`src/rtl/display_src_sel_if.sv`:
```
// Bus bundle between the display source selector and whatever drives it.
// The slave side is the selector; the master side supplies sources and
// control requests and receives the decoder value and status.
interface display_src_sel_if #(
  parameter int WIDTH = 12,
  parameter int NCH   = 3
);
  localparam int SEL_W = $clog2(NCH + 1);

  logic [NCH*WIDTH-1:0] src_data;
  logic [SEL_W-1:0]     sel_in;
  logic                 sel_load;
  logic                 next;
  logic                 auto_en;
  logic                 freeze;
  logic                 blink_en;
  logic [WIDTH-1:0]     time_to_decode;
  logic [SEL_W-1:0]     cur_sel;
  logic                 blank;
  logic                 sel_chg;

  modport master (
    output src_data, sel_in, sel_load, next, auto_en, freeze, blink_en,
    input  time_to_decode, cur_sel, blank, sel_chg
  );

  modport slave (
    input  src_data, sel_in, sel_load, next, auto_en, freeze, blink_en,
    output time_to_decode, cur_sel, blank, sel_chg
  );
endinterface

```
`src/rtl/display_src_sel.sv`:
```
// Display source selector: picks one of NCH packed mm:ss values for the
// display decoder. Selection is set directly, stepped by a pulse, or
// cycled automatically; the output can be frozen and blinked.
// Code 0 means "blank"; codes 1..NCH are channels.
module display_src_sel #(
  parameter int WIDTH        = 12,
  parameter int NCH          = 3,
  parameter int BLINK_PERIOD = 10,
  parameter int AUTO_PERIOD  = 100
) (
  input logic              clk,
  input logic              nrst,
  display_src_sel_if.slave bus
);

  localparam int SEL_W   = $clog2(NCH + 1);
  localparam int AUTO_W  = $clog2(AUTO_PERIOD);
  localparam int BLINK_W = $clog2(BLINK_PERIOD);

  localparam logic [AUTO_W-1:0]  AUTO_LAST  = AUTO_W'(AUTO_PERIOD - 1);
  localparam logic [BLINK_W-1:0] BLINK_LAST = BLINK_W'(BLINK_PERIOD - 1);

  // Out-of-range load codes fall back to blank.
  function automatic logic [SEL_W-1:0] f_clamp(input logic [SEL_W-1:0] s);
    return (int'(s) <= NCH) ? s : '0;
  endfunction

  // Step to the next channel; blank steps to channel 1 and the last
  // channel wraps to 1, so stepping never lands on blank.
  function automatic logic [SEL_W-1:0] f_advance(input logic [SEL_W-1:0] s);
    return (int'(s) >= NCH) ? SEL_W'(1) : s + SEL_W'(1);
  endfunction

  logic [SEL_W-1:0]   r_sel_p0;
  logic [SEL_W-1:0]   r_sel_p1;
  logic               r_chg_p1;
  logic [WIDTH-1:0]   r_ttd_p1;
  logic [AUTO_W-1:0]  r_auto_cnt;
  logic [BLINK_W-1:0] r_blink_cnt;
  logic               r_phase;

  logic [SEL_W-1:0]   w_sel_nxt;
  logic [WIDTH-1:0]   w_slice;
  logic               w_auto_tick;
  logic               w_auto_clr;

  assign w_auto_tick = bus.auto_en && (r_auto_cnt == AUTO_LAST);
  assign w_auto_clr  = !bus.auto_en || bus.sel_load || bus.next;

  // Next selection: explicit load beats a step pulse, which beats auto tick.
  always_comb begin
    w_sel_nxt = r_sel_p0;
    if (bus.sel_load) begin
      w_sel_nxt = f_clamp(bus.sel_in);
    end else if (bus.next || w_auto_tick) begin
      w_sel_nxt = f_advance(r_sel_p0);
    end
  end

  // Channel slice addressed by the registered selection; blank gives zero.
  always_comb begin
    w_slice = '0;
    for (int k = 1; k <= NCH; k++) begin
      if (int'(r_sel_p0) == k) begin
        w_slice = bus.src_data[(k-1)*WIDTH +: WIDTH];
      end
    end
  end

  // Auto-cycle timer; any manual selection activity restarts the interval.
  always_ff @(posedge clk or negedge nrst) begin
    if (!nrst) begin
      r_auto_cnt <= '0;
    end else if (w_auto_clr || w_auto_tick) begin
      r_auto_cnt <= '0;
    end else begin
      r_auto_cnt <= r_auto_cnt + AUTO_W'(1);
    end
  end

  // ---- stage p0: selection register ----
  // Selection register.
  always_ff @(posedge clk or negedge nrst) begin
    if (!nrst) begin
      r_sel_p0 <= '0;
    end else begin
      r_sel_p0 <= w_sel_nxt;
    end
  end

  // ---- stage p1: decoder value and change flag, one edge behind p0 ----
  // Change detect against the previous selection, so the pulse lines up
  // with the first edge that loads the new channel value.
  always_ff @(posedge clk or negedge nrst) begin
    if (!nrst) begin
      r_sel_p1 <= '0;
      r_chg_p1 <= 1'b0;
    end else begin
      r_sel_p1 <= r_sel_p0;
      r_chg_p1 <= (r_sel_p0 != r_sel_p1);
    end
  end

  // Decoder value; freeze holds it while selection logic keeps running.
  always_ff @(posedge clk or negedge nrst) begin
    if (!nrst) begin
      r_ttd_p1 <= '0;
    end else if (!bus.freeze) begin
      r_ttd_p1 <= w_slice;
    end
  end

  // Blink half-period timer and phase; disabling blink restarts both.
  always_ff @(posedge clk or negedge nrst) begin
    if (!nrst) begin
      r_blink_cnt <= '0;
      r_phase     <= 1'b0;
    end else if (!bus.blink_en) begin
      r_blink_cnt <= '0;
      r_phase     <= 1'b0;
    end else if (r_blink_cnt == BLINK_LAST) begin
      r_blink_cnt <= '0;
      r_phase     <= ~r_phase;
    end else begin
      r_blink_cnt <= r_blink_cnt + BLINK_W'(1);
    end
  end

  assign bus.cur_sel        = r_sel_p0;
  assign bus.time_to_decode = r_ttd_p1;
  assign bus.sel_chg        = r_chg_p1;
  assign bus.blank          = (r_sel_p0 == '0) | (bus.blink_en & r_phase);

endmodule

```
`src/flat_wrapper.sv`:
```
// flat-port wrapper written by rule: the top's interface ports become plain ports
module display_src_sel_flat 
#(
  parameter int WIDTH        = 12,
  parameter int NCH          = 3,
  parameter int BLINK_PERIOD = 10,
  parameter int AUTO_PERIOD  = 100
)
  (clk, nrst, bus_src_data, bus_sel_in, bus_sel_load, bus_next, bus_auto_en, bus_freeze, bus_blink_en, bus_time_to_decode, bus_cur_sel, bus_blank, bus_sel_chg);
  display_src_sel_if #(.WIDTH(WIDTH), .NCH(NCH)) bus_i ();
  input logic clk;
  input logic nrst;
  input wire logic [$bits(bus_i.src_data)-1:0] bus_src_data;
  input wire logic [$bits(bus_i.sel_in)-1:0] bus_sel_in;
  input wire logic [$bits(bus_i.sel_load)-1:0] bus_sel_load;
  input wire logic [$bits(bus_i.next)-1:0] bus_next;
  input wire logic [$bits(bus_i.auto_en)-1:0] bus_auto_en;
  input wire logic [$bits(bus_i.freeze)-1:0] bus_freeze;
  input wire logic [$bits(bus_i.blink_en)-1:0] bus_blink_en;
  output wire logic [$bits(bus_i.time_to_decode)-1:0] bus_time_to_decode;
  output wire logic [$bits(bus_i.cur_sel)-1:0] bus_cur_sel;
  output wire logic [$bits(bus_i.blank)-1:0] bus_blank;
  output wire logic [$bits(bus_i.sel_chg)-1:0] bus_sel_chg;
  assign bus_i.src_data = bus_src_data;
  assign bus_i.sel_in = bus_sel_in;
  assign bus_i.sel_load = bus_sel_load;
  assign bus_i.next = bus_next;
  assign bus_i.auto_en = bus_auto_en;
  assign bus_i.freeze = bus_freeze;
  assign bus_i.blink_en = bus_blink_en;
  assign bus_time_to_decode = bus_i.time_to_decode;
  assign bus_cur_sel = bus_i.cur_sel;
  assign bus_blank = bus_i.blank;
  assign bus_sel_chg = bus_i.sel_chg;
  display_src_sel #(.WIDTH(WIDTH), .NCH(NCH), .BLINK_PERIOD(BLINK_PERIOD), .AUTO_PERIOD(AUTO_PERIOD)) u_core (.clk(clk), .nrst(nrst), .bus(bus_i));
endmodule
```
`config.mk`:
```
export PLATFORM = sky130hd
export DESIGN_NAME = display_src_sel_flat
export DESIGN_NICKNAME = d
export VERILOG_FILES = /design/src/rtl/display_src_sel_if.sv /design/src/rtl/display_src_sel.sv /design/src/flat_wrapper.sv
export SDC_FILE = /design/constraint.sdc
export NUM_CORES = 1
export LEC_CHECK = 0
export CORE_MARGIN = 2
export CORE_UTILIZATION = 33
export CTS_CLUSTER_DIAMETER = 200
export DETAILED_ROUTE_END_ITERATION = 6
export HOLD_SLACK_MARGIN = 0.15
export SLEW_MARGIN = 20
export SYNTH_ARGS = -nofsm -noshare
export SYNTH_HDL_FRONTEND = slang
export SYNTH_SLANG_ARGS = --single-unit
export TNS_END_PERCENT = 50
```
`constraint.sdc`:
```
create_clock -name clk -period 1.6 [get_ports clk]
set_input_delay 0.16 -clock clk [delete_from_list [all_inputs] [get_ports clk]]
set_output_delay 0.16 -clock clk [all_outputs]
set_load 0.005 [all_outputs]
```
==> impl_metrics.yaml <==
yosys:
  synth-seq-area-share_pct: 46.5
  syn-num-nets: 221
  synth.distinct_cells: 28
  syn_area_per_cell_um2: 9.22
  syn_area_um2: 1560
  synth_warnings: 0
  yosys_register_bits: 29
  synthCells: 169
sta:
  timing.fmax_mhz: 662
  fin_hold_ws_ns: 0.266
  drv_slew: 0
  tightest_slew_ns: 0.377
  rsz0062_at_grt: "no"
  hold_viol: 0
  setup_viol: 0
  slew_headroom_pct: 74.8
  worst_slack_ns: 0.0904
  fin_crit_ns: 1.51
  skew_ns: 0.00288
  fin_crit_sh_pct: 94.4
power:
  p_per_area_nw_per_um2: 1250
  ir_worst_vdd_v: 0.000512
  power_leakage_nw: 1.08
detailed_routing:
  vias: 1384
  routed_wl_um: 3560
  routedWlPerCell_um: 12.1
  vias_per_cell: 4.71
  drc: 0
  dr.pass1.iters: 4
  ant_nets: 0
  first_iter_violations: 25
global_route:
  overflow: 0
  grt_pass1_vias: 1298
  grtUsageTotal_pct: 14.3
  antenna_found_initial: 0
  grt_max_degree: 30
  grt_pass1_wl_um: 5830
cells_and_area:
  drive_gt1_share_pct: 9.58
  fillCellCount: 449
  finish.utilization_pct: 51.7
  diodes: 0
  nets: 292
  syn2layout_area_growth_pct: 53.6
  post-route-cell-area_um2: 2390
place:
  pre_cts_ws_ns: -0.0593
  place.port_buffers: 60
  place.gp.congestion: 0.751
  hpwl_um: 2520
  placed_area_um2: 2290
worst_setup_path:
  rrSetupSlack_ns: 0.09
  reg2regPathDepth: 3
  worstSetupPathType: "flop to flop"
  cp.required_ns: 1.76
  cp_cell_sequence: "or4b_4, o211ai_2, nor2_1"
  slowest_stage: "or4b_4"
  endpoint_kind: "flop"
  r2r-start: "u_core.r_auto_cnt[3]"
  critical_path.max_fanout: 5
  slowest_delay_ns: 0.59
  critPathBufInv: 0
  r2r_end: "u_core.r_auto_cnt[3]"
  cp.arrival_ns: 1.67
  path_delay_family: "simple AND/OR/NAND/NOR gates"
  crit_path_start_kind: "flop"
floorplan:
  start_util_pct: 33.7
  die_w_um: 72.7
  fp.dieH_um: 72.7
  io_pins: 61
  die-area_um2: 5290
  coreArea_um2: 4630
  rows: 25
clock_tree:
  cts_root_buf: "clkbuf_8"
  ctsHoldBuffers: 0
  ctsLongestPathBuffers: 2
  path_clk_slew_ns: 0.06
  cts_sinks: 29
  numCtsBuffers: 5
  cts_tree: "yes"
  insertion_delay_ns: 0.28
  htreeDepth: 2
run:
  cap_violations: 0
outcome:
  status: "completed"
worst_hold_path:
  min_path_type: "input port to async pin"
registers in the layout, indices dropped and copies added, names as in the netlist:
register	cells
u_core.r_sel_p1	2
u_core.r_phase	1
u_core.bus.cur_sel	2
u_core.bus.time_to_decode	12
u_core.r_auto_cnt	7
u_core.bus.sel_chg	1
u_core.r_blink_cnt	4
metal layers:
metal	vias up	share of wire [%]	track usage, %
li1	719	-	-
met1	614	47	17.6
met2	46	44	22.7
met3	5	7.2	5.80
met4	0	1.2	4.94
met5	-	0	0
Yosys cell counts, drive strengths merged:
library cell	number	area, µm²
clkbuf	6	22.5
o211ai	1	12.5
or3b	1	8.76
a21oi	25	125
a21o	1	7.51
o21ai	15	86.3
nand2b	1	6.26
xor2	2	17.5
inv	17	63.8
dfrtp	29	726
a31oi	1	6.26
nor2	8	30.0
nand3	5	25.0
nand3b	2	15.0
or4b	1	13.8
a22o	12	105
buf	1	3.75
nand2	19	71.3
and3b	1	8.76
or3	2	12.5
ha	7	87.6
a21boi	3	22.5
mux2i	4	40.0
and2	1	6.26
xnor2	4	35.0
worst max-delay path by stage:
stage,slack (ns),endpoint,cells after the start,startpoint
2_1_floorplan,0.15,u_core.bus.time_to_decode[7],6,u_core.bus.cur_sel[0]
3_3_place_gp,-0.05,u_core.r_auto_cnt[3],4,bus_auto_en
3_5_place_dp,-0.06,u_core.r_auto_cnt[3],4,bus_auto_en
4_1_cts,0.09,u_core.r_auto_cnt[3],3,u_core.r_auto_cnt[3]
5_1_grt,0.02,u_core.r_auto_cnt[3],3,u_core.r_auto_cnt[3]
6_report,0.09,u_core.r_auto_cnt[3],3,u_core.r_auto_cnt[3]
cell usage in the layout (no fill, tap or decap), types with 4 or more instances in the layout:
cell	instances
a21oi_1	25
a22o_1	12
buf_4	9
clkbuf_8	6
clkdlybuf4s50_1	59
dfrtp_1	28
ha_1	7
inv_1	15
mux2i_1	4
nand2_1	19
nand3_1	5
nor2_1	8
o21ai_1	13
xnor2_1	4
area by class of cell:
class	instances	area, µm²	area share, %
Clock buffer	7	86.3	3.61
Sequential cell	29	727	30.4
Timing Repair Buffer	71	707	29.5
Inverter	17	63.8	2.66
Tap cell	54	67.6	2.82
Multi-Input combinational cell	116	743	31.0
logic make-up (layout without fill, tap and decap cells):
logic type	Yosys count	after routing	synth area share, %
flip-flops	29	29	46.5
buffers and inverters	24	95	5.78
XOR/XNOR	6	6	3.37
multiplexers	4	4	2.57
adder cells (fa/ha/maj)	7	7	5.62
AND/OR/NAND/NOR	41	41	12.7
AO/OA/AOI/OAI	58	58	23.4
through the flow:
stage,setup TNS (ns),power [mW],std cells
detailed placement,-0.228,2.39,285
finish,0,2.99,294
global placement,-0.208,2.39,285
global route,0,3.20,294
floorplan,0,1.66,169
CTS,0,3.05,294
report_power, final:
group,leakage (nW),switching [mW],internal (mW)
clock network,0.0443,0.261,0.340
logic,0.662,0.551,0.795
registers,0.370,0.110,0.930
what timing repair did:
action	in CTS	in global routing
endpoints found under the setup margin	1	0
buffers inserted	2	0
resized for setup	4	0
hold endpoints to repair	0	0
worst reg2reg max path, cell delays in order, from the launching register on:
cell      delay [ns]
dfrtp_1         0.41
or4b_4          0.59
o211ai_2        0.30
nor2_1          0.09
No activity file was read; power rests on OpenSTA's default activity.
